===== config.mk =====
export PLATFORM = sky130hd
export DESIGN_NAME = uart_rx_fifo
export DESIGN_NICKNAME = d
export VERILOG_FILES = /design/src/rtl/uart_rx_fifo.sv
export SDC_FILE = /design/constraint.sdc
export NUM_CORES = 1
export LEC_CHECK = 0
export ABC_CLOCK_PERIOD_IN_PS = 3340
export BUFFER_PORTS_ARGS = -buffer_cell sky130_fd_sc_hd__buf_2
export CAP_MARGIN = 5
export CORE_MARGIN = 1
export CORE_UTILIZATION = 40
export CTS_CLUSTER_SIZE = 14
export DETAILED_ROUTE_END_ITERATION = 6
export PLACE_DENSITY = 0.57
export REMOVE_ABC_BUFFERS = 1
export SETUP_SLACK_MARGIN = 0.05
export SYNTH_ARGS = -nofsm -noshare
export SYNTH_HDL_FRONTEND = slang
export SYNTH_SLANG_ARGS = --single-unit
export TNS_END_PERCENT = 1

===== constraint.sdc =====
create_clock -name CLK -period 3.34 [get_ports CLK]
set_input_delay 0.835 -clock CLK [delete_from_list [all_inputs] [get_ports CLK]]
set_output_delay 0.835 -clock CLK [all_outputs]
set_load 0.03 [all_outputs]

===== src/rtl/uart_rx_fifo.sv =====
// Oversampled UART receiver with majority-vote sampling and a small output FIFO.
// Frames carry parity/stop error flags through the FIFO; dropped frames set OVR.
module uart_rx_fifo #(
  parameter int DATA_WIDTH     = 8,
  parameter int PRESCALE_WIDTH = 6,
  parameter int FIFO_DEPTH     = 4
) (
  input  logic                      CLK,
  input  logic                      RST,
  input  logic [PRESCALE_WIDTH-1:0] Prescale,
  input  logic                      PAR_EN,
  input  logic                      PAR_TYP,
  input  logic                      STOP2,
  input  logic                      RX_IN,
  output logic [DATA_WIDTH-1:0]     rd_data,
  output logic                      rd_par_err,
  output logic                      rd_stp_err,
  output logic                      rd_valid,
  input  logic                      rd_ready,
  output logic                      OVR,
  input  logic                      ovr_clr,
  output logic                      busy
);

  localparam int PW = PRESCALE_WIDTH;
  localparam int DW = DATA_WIDTH;
  localparam int EW = DATA_WIDTH + 2;
  localparam int AW = $clog2(FIFO_DEPTH);

  typedef enum logic [2:0] {
    S_IDLE, S_START, S_DATA, S_PAR, S_STOP
  } state_t;

  state_t state_q, state_d;
  logic          sync1_q, sync2_q, rx_s;
  logic [PW-1:0] edge_q, edge_d, p_q, p_d, p_in, half;
  logic [3:0]    bit_q, bit_d;
  logic [1:0]    smp_q, smp_d;
  logic [DW-1:0] data_q, data_d;
  logic          par_err_q, par_err_d, stp_err_q, stp_err_d;
  logic          pen_q, pen_d, ptyp_q, ptyp_d, stop2_q, stop2_d;
  logic [AW:0]   wr_q, wr_d, rd_q, rd_d;
  logic [EW-1:0] mem_q [FIFO_DEPTH];
  logic [EW-1:0] mem_d [FIFO_DEPTH];
  logic [EW-1:0] entry, head;
  logic          ovr_q, ovr_d;
  logic          wrap, resolve, bit_v, last_data, last_stop;
  logic          push_req, push, pop, full, empty, drop;

  assign rx_s      = sync2_q;
  assign p_in      = (Prescale < PW'(4)) ? PW'(4) : Prescale;
  assign half      = p_q >> 1;
  assign wrap      = edge_q == p_q - PW'(1);
  assign resolve   = edge_q == half + PW'(1);
  assign bit_v     = (smp_q[0] & smp_q[1]) | (smp_q[0] & rx_s) |
                     (smp_q[1] & rx_s);
  assign last_data = bit_q == 4'(DW - 1);
  assign last_stop = bit_q == {3'b000, stop2_q};

  always_ff @(posedge CLK or posedge RST) begin
    if (RST) begin
      sync1_q   <= 1'b1;
      sync2_q   <= 1'b1;
      state_q   <= S_IDLE;
      edge_q    <= '0;
      bit_q     <= '0;
      smp_q     <= '0;
      data_q    <= '0;
      par_err_q <= 1'b0;
      stp_err_q <= 1'b0;
      p_q       <= PW'(4);
      pen_q     <= 1'b0;
      ptyp_q    <= 1'b0;
      stop2_q   <= 1'b0;
      wr_q      <= '0;
      rd_q      <= '0;
      mem_q     <= '{default: '0};
      ovr_q     <= 1'b0;
    end else begin
      sync1_q   <= RX_IN;
      sync2_q   <= sync1_q;
      state_q   <= state_d;
      edge_q    <= edge_d;
      bit_q     <= bit_d;
      smp_q     <= smp_d;
      data_q    <= data_d;
      par_err_q <= par_err_d;
      stp_err_q <= stp_err_d;
      p_q       <= p_d;
      pen_q     <= pen_d;
      ptyp_q    <= ptyp_d;
      stop2_q   <= stop2_d;
      wr_q      <= wr_d;
      rd_q      <= rd_d;
      mem_q     <= mem_d;
      ovr_q     <= ovr_d;
    end
  end

  always_comb begin
    state_d = state_q;
    unique case (state_q)
      S_IDLE:  if (!rx_s) state_d = S_START;
      S_START: begin
        if (resolve && bit_v) state_d = S_IDLE;
        else if (wrap)        state_d = S_DATA;
      end
      S_DATA:  if (wrap && last_data) state_d = pen_q ? S_PAR : S_STOP;
      S_PAR:   if (wrap) state_d = S_STOP;
      S_STOP:  if (resolve && last_stop) state_d = S_IDLE;
      default: state_d = S_IDLE;
    endcase
  end

  always_comb begin
    edge_d    = wrap ? '0 : edge_q + PW'(1);
    bit_d     = bit_q;
    smp_d     = smp_q;
    data_d    = data_q;
    par_err_d = par_err_q;
    stp_err_d = stp_err_q;
    p_d       = p_q;
    pen_d     = pen_q;
    ptyp_d    = ptyp_q;
    stop2_d   = stop2_q;
    push_req  = 1'b0;
    entry     = {stp_err_q | ~bit_v, par_err_q, data_q};
    if (edge_q == half - PW'(1)) smp_d[0] = rx_s;
    if (edge_q == half)          smp_d[1] = rx_s;
    unique case (state_q)
      S_IDLE: begin
        // The detecting cycle is edge 0 of the start bit.
        edge_d    = rx_s ? '0 : PW'(1);
        bit_d     = '0;
        par_err_d = 1'b0;
        stp_err_d = 1'b0;
        if (!rx_s) begin
          p_d     = p_in;
          pen_d   = PAR_EN;
          ptyp_d  = PAR_TYP;
          stop2_d = STOP2;
        end
      end
      S_START: if (wrap) bit_d = '0;
      S_DATA: begin
        if (resolve) data_d = {bit_v, data_q[DW-1:1]};
        if (wrap)    bit_d = last_data ? '0 : bit_q + 4'd1;
      end
      S_PAR: if (resolve) par_err_d = ((^data_q) ^ bit_v) != ptyp_q;
      S_STOP: begin
        if (resolve) begin
          stp_err_d = stp_err_q | ~bit_v;
          push_req  = last_stop;
        end
        if (wrap) bit_d = bit_q + 4'd1;
      end
      default: ;
    endcase
    if (state_q != S_IDLE && state_d == S_IDLE) edge_d = '0;
  end

  always_comb begin
    empty = wr_q == rd_q;
    full  = (wr_q[AW] != rd_q[AW]) && (wr_q[AW-1:0] == rd_q[AW-1:0]);
    pop   = !empty && rd_ready;
    // A same-cycle pop frees the slot the push lands in.
    push  = push_req && (!full || pop);
    drop  = push_req && full && !pop;
    wr_d  = wr_q + {{AW{1'b0}}, push};
    rd_d  = rd_q + {{AW{1'b0}}, pop};
    mem_d = mem_q;
    if (push) mem_d[wr_q[AW-1:0]] = entry;
    ovr_d = drop ? 1'b1 : (ovr_clr ? 1'b0 : ovr_q);
  end

  always_comb begin
    head       = mem_q[rd_q[AW-1:0]];
    rd_valid   = !empty;
    rd_data    = rd_valid ? head[DW-1:0] : '0;
    rd_par_err = rd_valid & head[DW];
    rd_stp_err = rd_valid & head[DW+1];
    OVR        = ovr_q;
    busy       = state_q != S_IDLE;
  end

endmodule


Word level (Yosys, flattened, before mapping)
Cells that the tools add are included.
{"block": "totals", "in_bits": 14, "word_cells": 124, "regBits": 83}
{"block": "op_classes", "reduce_logical": 27, "n_lt_le_gt_ge": 4, "n_mux": 33, "eq_ne": 19, "addsub": 7, "bitwise": 13}
{"cell": "$bwmux W40", "count": 1}
{"cell": "$mux W10", "count": 3}
{"cell": "$mux W6", "count": 4}
{"cell": "$mux W3", "count": 7}
{"cell": "$bmux W10 S2", "count": 1}
{"cell": "$demux W10 S2", "count": 1}
{"cell": "$eq A6 B6 Y1", "count": 3}
{"cell": "$mux W4", "count": 4}
{"cell": "$pmux W4 S4", "count": 1}
{"cell": "$pmux W3 S5", "count": 1}
{"cell": "$logic_and A1 B1 Y1", "count": 10}
{"cell": "$ne A2 B2 Y1 const B", "count": 5}
{"cell": "$mux W8", "count": 1}
{"cell": "$reduce_and A2 Y1", "count": 4}
{"cell": "$reduce_xor A8 Y1", "count": 1}
{"cell": "$mux W1", "count": 7}
{"cell": "$add A3 B1 Y3", "count": 2}
{"cell": "$add A5 B1 Y6 const B", "count": 1}
{"cell": "$add A6 B1 Y6 const B", "count": 1}
{"cell": "$eq A3 B2 Y1 const B", "count": 2}
{"cell": "$eq A6 B5 Y1", "count": 1}
{"cell": "$ge A3 B3 Y1 const B", "count": 2}
{"cell": "$logic_not A3 Y1", "count": 2}
{"cell": "$lt A6 B3 Y1 const B", "count": 1}
{"cell": "23 further kinds", "count": 37}

Logic depth before layout (Yosys ltp)
{"block": "logic_depth", "depth_word": 9, "ltp_mapped": 11, "ltp_nobuf": 10}

Worst setup path before layout
Ideal clock, no wire load.
{"block": "synth_path", "kind": "reg-to-reg", "start": "register p_q[2]", "end": "register mem_q[10] (netlist bit)", "setup_time_ns": 0.125, "stages_incl_launch_ff": 11, "path_buffers": 2, "setup_slack_ns": 0.260, "period_less_slack_ns": 3.080, "arrival_ns": 2.956, "required_ns": 3.215, "cell_sequence": "dfstp_2 buf_2 inv_1 ha_1 xor2_1 a211o_1 a2111oi_4 nand4_4 nor4b_1 buf_2 mux2_2"}
{"block": "synth_via", "elab_chain_cells": 5}
{"item": "from (decl)", "line": "36", "text": "logic [PW-1:0] edge_q, edge_d, p_q, p_d, p_in, half;"}
{"item": "from (signal assigned)", "line": "89", "text": "p_q <= p_d;"}
{"item": "$add A5 B1 Y6", "line": "54", "text": "assign resolve = edge_q == half + PW'(1);"}
{"item": "$eq A6 B6 Y1", "line": "54"}
{"item": "$mux W1", "line": "151", "text": "if (resolve) begin"}
{"item": "$mux W1", "line": "130", "text": "unique case (state_q)"}
{"item": "$logic_and A1 B1 Y1", "line": "167", "text": "push = push_req && (!full || pop);"}
{"item": "to (signal assigned)", "line": "95", "text": "mem_q <= mem_d;"}
{"item": "to (decl)", "line": "43", "text": "logic [EW-1:0] mem_q [FIFO_DEPTH];"}
No other way between the ends.
A chain may end at the register's enable or synchronous reset.

Final worst setup path
{"block": "layout_path", "start": "register p_q[1]", "end": "register mem_q[26] (netlist bit)"}
Same word-level chain as after synthesis.

==> metrics.cfg <==
[timing]
hold_viol = 0
rsz0062_at_grt = false
tightest_slew_ps = 709
layout_worst_path_cycle_share_pct = 89.2
drv_slew = 0
fin_crit_ps = 2980
setup_viol = 0
clock.fmax_ghz = 0.336
fin_skew_ps = 16.0
slew_headroom_pct = 52.7

[floorplan]
dieArea_sq_um = 11600
die_h_um = 108
start_util_pct = 41.1
coreArea_sq_um = 10800
pin_count = 27
rows = 38
die_x_um = 108

[worst_setup_path]
timing.rr.start = p_q[1]
reg2reg_depth = 9
critPathKind = flop to flop
crit_required_ps = 3590
cp_max_fo = 10
crit_arrival_ps = 3230
cp-start-kind = flop
r2r_end = mem_q[26]
r2r_slack_ps = 360
cp-end-kind = flop

[detailed_routing]
num_vias = 2952
postRouteAntennaNets = 0
wirelength_mm = 8.94
route.detailed.drc = 0
wire_per_inst_um = 16.2
drt_first_pass_iters = 4
vias_per_cell = 5.36
drt_iter0_markers = 167

[clock_network]
htree_levels = 3
hold_buffers = 0
post_cts_buffers = 0
clk_latency_ps = 370
cts.path.max_buffers = 2
root_buffer = clkbuf_8
cts_sinks = 83
clk_pin_slew_ps = 80
cts_buffers = 9
cts-resized-gates = 0
cts_tree = done

[yosys]
ys_ff_latch = 83
yosysWarnings = 0
syn_inst = 372
ys_types = 56
avgSynthCellArea_sq_um = 12.0
synth_area_sq_um = 4460
ys_seq_area_share_pct = 46.7
synth-edff-count = 0
synth_ff_type = dfrtp_1
synthArstFlopShare_pct = 100

[min_path]
holdPathEnd = rx_s
min_path_type = flop to flop
hold_path_depth = 0
worstHoldStart = sync1_q

[place]
globalplace.congestion = 0.844
dp_hpwl_mm = 6.19
placed_cell_area_sq_um = 4800
place_inst = 535
port_buffers = 26

[grt]
grt_pass1_vias = 2969
grt_max_degree = 47
grt.overflow.total = 0
grt_usage_pct = 17.4
grt_pass1_wl_mm = 15.1
antenna_found_initial = 0

[power]
vdd_drop_max_mv = 0.254
fin_total_pwr_uw = 3460
leakagePower_uw = 0.00229
powerDensity_nw_per_um2 = 694

[layout]
design_area_sq_um = 4990
seq_area_sq_um = 2080
areaGrowthSynthToFinish_pct = 12.0
fillers = 1010
drive_above_1_share_pct = 34.1
multi_input_area_sq_um = 2230
instances_no_fill = 551
num-nets-final = 430
n_antenna_cell = 0

[status]
status = finished, final reports clean

[run]
cap_violations = 0

==> worst max-delay path by stage <==
stage / from / endpoint / slack (ps) / cells after the start
6_report: p_q[1] / mem_q[26] / 360 / 9
5_1_grt: p_q[1] / mem_q[21] / 170 / 9
4_1_cts: p_q[1] / mem_q[17] / 360 / 9
3_5_place_dp: p_q[1] / mem_q[17] / 380 / 9
3_3_place_gp: p_q[1] / mem_q[25] / 450 / 9
2_1_floorplan: p_q[2] / mem_q[10] / -440 / 8
==> cells by family after synthesis <==
| kind of cell | synth area share [%] |
|---|---|
| adder cells (fa/ha/maj) | 3.03 |
| AND/OR/NAND/NOR | 11.7 |
| AO/OA/AOI/OAI | 7.80 |
| buffers and inverters | 3.62 |
| flip-flops | 46.7 |
| XOR/XNOR | 7.47 |
| multiplexers | 19.7 |
==> sequential cells by signal, summed over array words and instances (netlist names) <==
| signal | count |
|---|---|
| pen_q | 1 |
| rx_s | 1 |
| ptyp_q | 1 |
| state_q | 3 |
| wr_q | 3 |
| bit_q | 4 |
| edge_q | 6 |
| rd_q | 3 |
| smp_q | 2 |
| OVR | 1 |
| stop2_q | 1 |
| p_q | 6 |
| par_err_q | 1 |
| sync1_q | 1 |
| mem_q | 40 |
| data_q | 8 |
| stp_err_q | 1 |
==> where the power goes <==
group | internal (uW) | switching, uW
sequential | 1150 | 260
combinational | 603 | 718
clock | 351 | 386
==> metrics by stage <==
step / util (%) / worst slack, ps / TNS [ps] / hold slack, ps
finish: 46.1 / 361 / 0 / 360
floorplan: - / -435 / -8700 / 345
CTS: 46.1 / 363 / 0 / 362
global placement: 44.3 / 445 / 0 / 350
global route: 46.1 / 171 / 0 / 367
detailed placement: 44.3 / 380 / 0 / 347
==> critical path: stages (launching register included) <==
cell	delay, ps
dfrtp_1	470
inv_1	130
ha_1	320
xor2_1	170
a211o_1	280
a2111oi_4	410
nand4_4	210
nor4b_2	270
buf_4	250
mux2_2	350
==> area by class of cell <==
class	count	area share, %
timing repair buffer	41	5.11
sequential	83	41.7
clock buffer	9	2.48
tap	140	3.51
clock inverter	7	1.48
multi-input combinational	256	44.6
inverter	15	1.15
==> Yosys cell counts (2+ instances only) <==
| cell type | number | area (sq um) |
|---|---|---|
| clkbuf_8 | 3 | 41.3 |
| a41oi_1 | 3 | 26.3 |
| xnor2_1 | 25 | 219 |
| nand2_1 | 16 | 60.1 |
| mux4_2 | 10 | 225 |
| a31oi_1 | 8 | 50.1 |
| inv_1 | 14 | 52.6 |
| buf_1 | 2 | 7.51 |
| o211ai_1 | 2 | 15.0 |
| xor2_1 | 13 | 114 |
| nand3_1 | 12 | 60.1 |
| dfstp_2 | 3 | 78.8 |
| nor4b_1 | 3 | 26.3 |
| nor3_1 | 7 | 35.0 |
| nor2b_1 | 11 | 68.8 |
| ha_1 | 10 | 125 |
| a211o_1 | 2 | 17.5 |
| mux2_2 | 57 | 642 |
| nor4_1 | 6 | 37.5 |
| a31o_2 | 2 | 17.5 |
| nand4_1 | 3 | 18.8 |
| clkbuf_1 | 7 | 26.3 |
| nor3b_1 | 3 | 22.5 |
| a21oi_1 | 11 | 55.1 |
| nor2_1 | 16 | 60.1 |
| buf_2 | 6 | 30.0 |
| o22ai_1 | 2 | 12.5 |
| dfrtp_1 | 80 | 2000 |
| o21ai_0 | 8 | 40.0 |
==> per-layer routing <==
metal  up-vias  part of all wire, %  GRT usage, %
met5         -                    0             0
met4         0                  1.6          6.85
met3        13                  3.6          4.36
met2        51                   43          24.2
met1      1472                   52          25.6
li1       1416                    -             -
==> cell usage in the layout, fill, tap and decap left out, types with 3 or more instances in the layout <==
cell,count
buf_2,26
nand2_1,16
nor2b_1,11
a41oi_1,3
clkbuf_8,9
nor3_1,7
clkinv_2,3
buf_4,14
nand3_1,12
nor4_1,6
nand4_1,3
xor2_1,13
xnor2_1,25
inv_6,3
ha_1,10
nor2_1,16
nor3b_1,3
dfstp_2,3
a21oi_1,11
o21ai_0,8
dfrtp_1,80
a31oi_1,8
mux4_2,10
mux2_2,57
inv_1,13
Note: power is estimated with default switching activity, not from simulation.
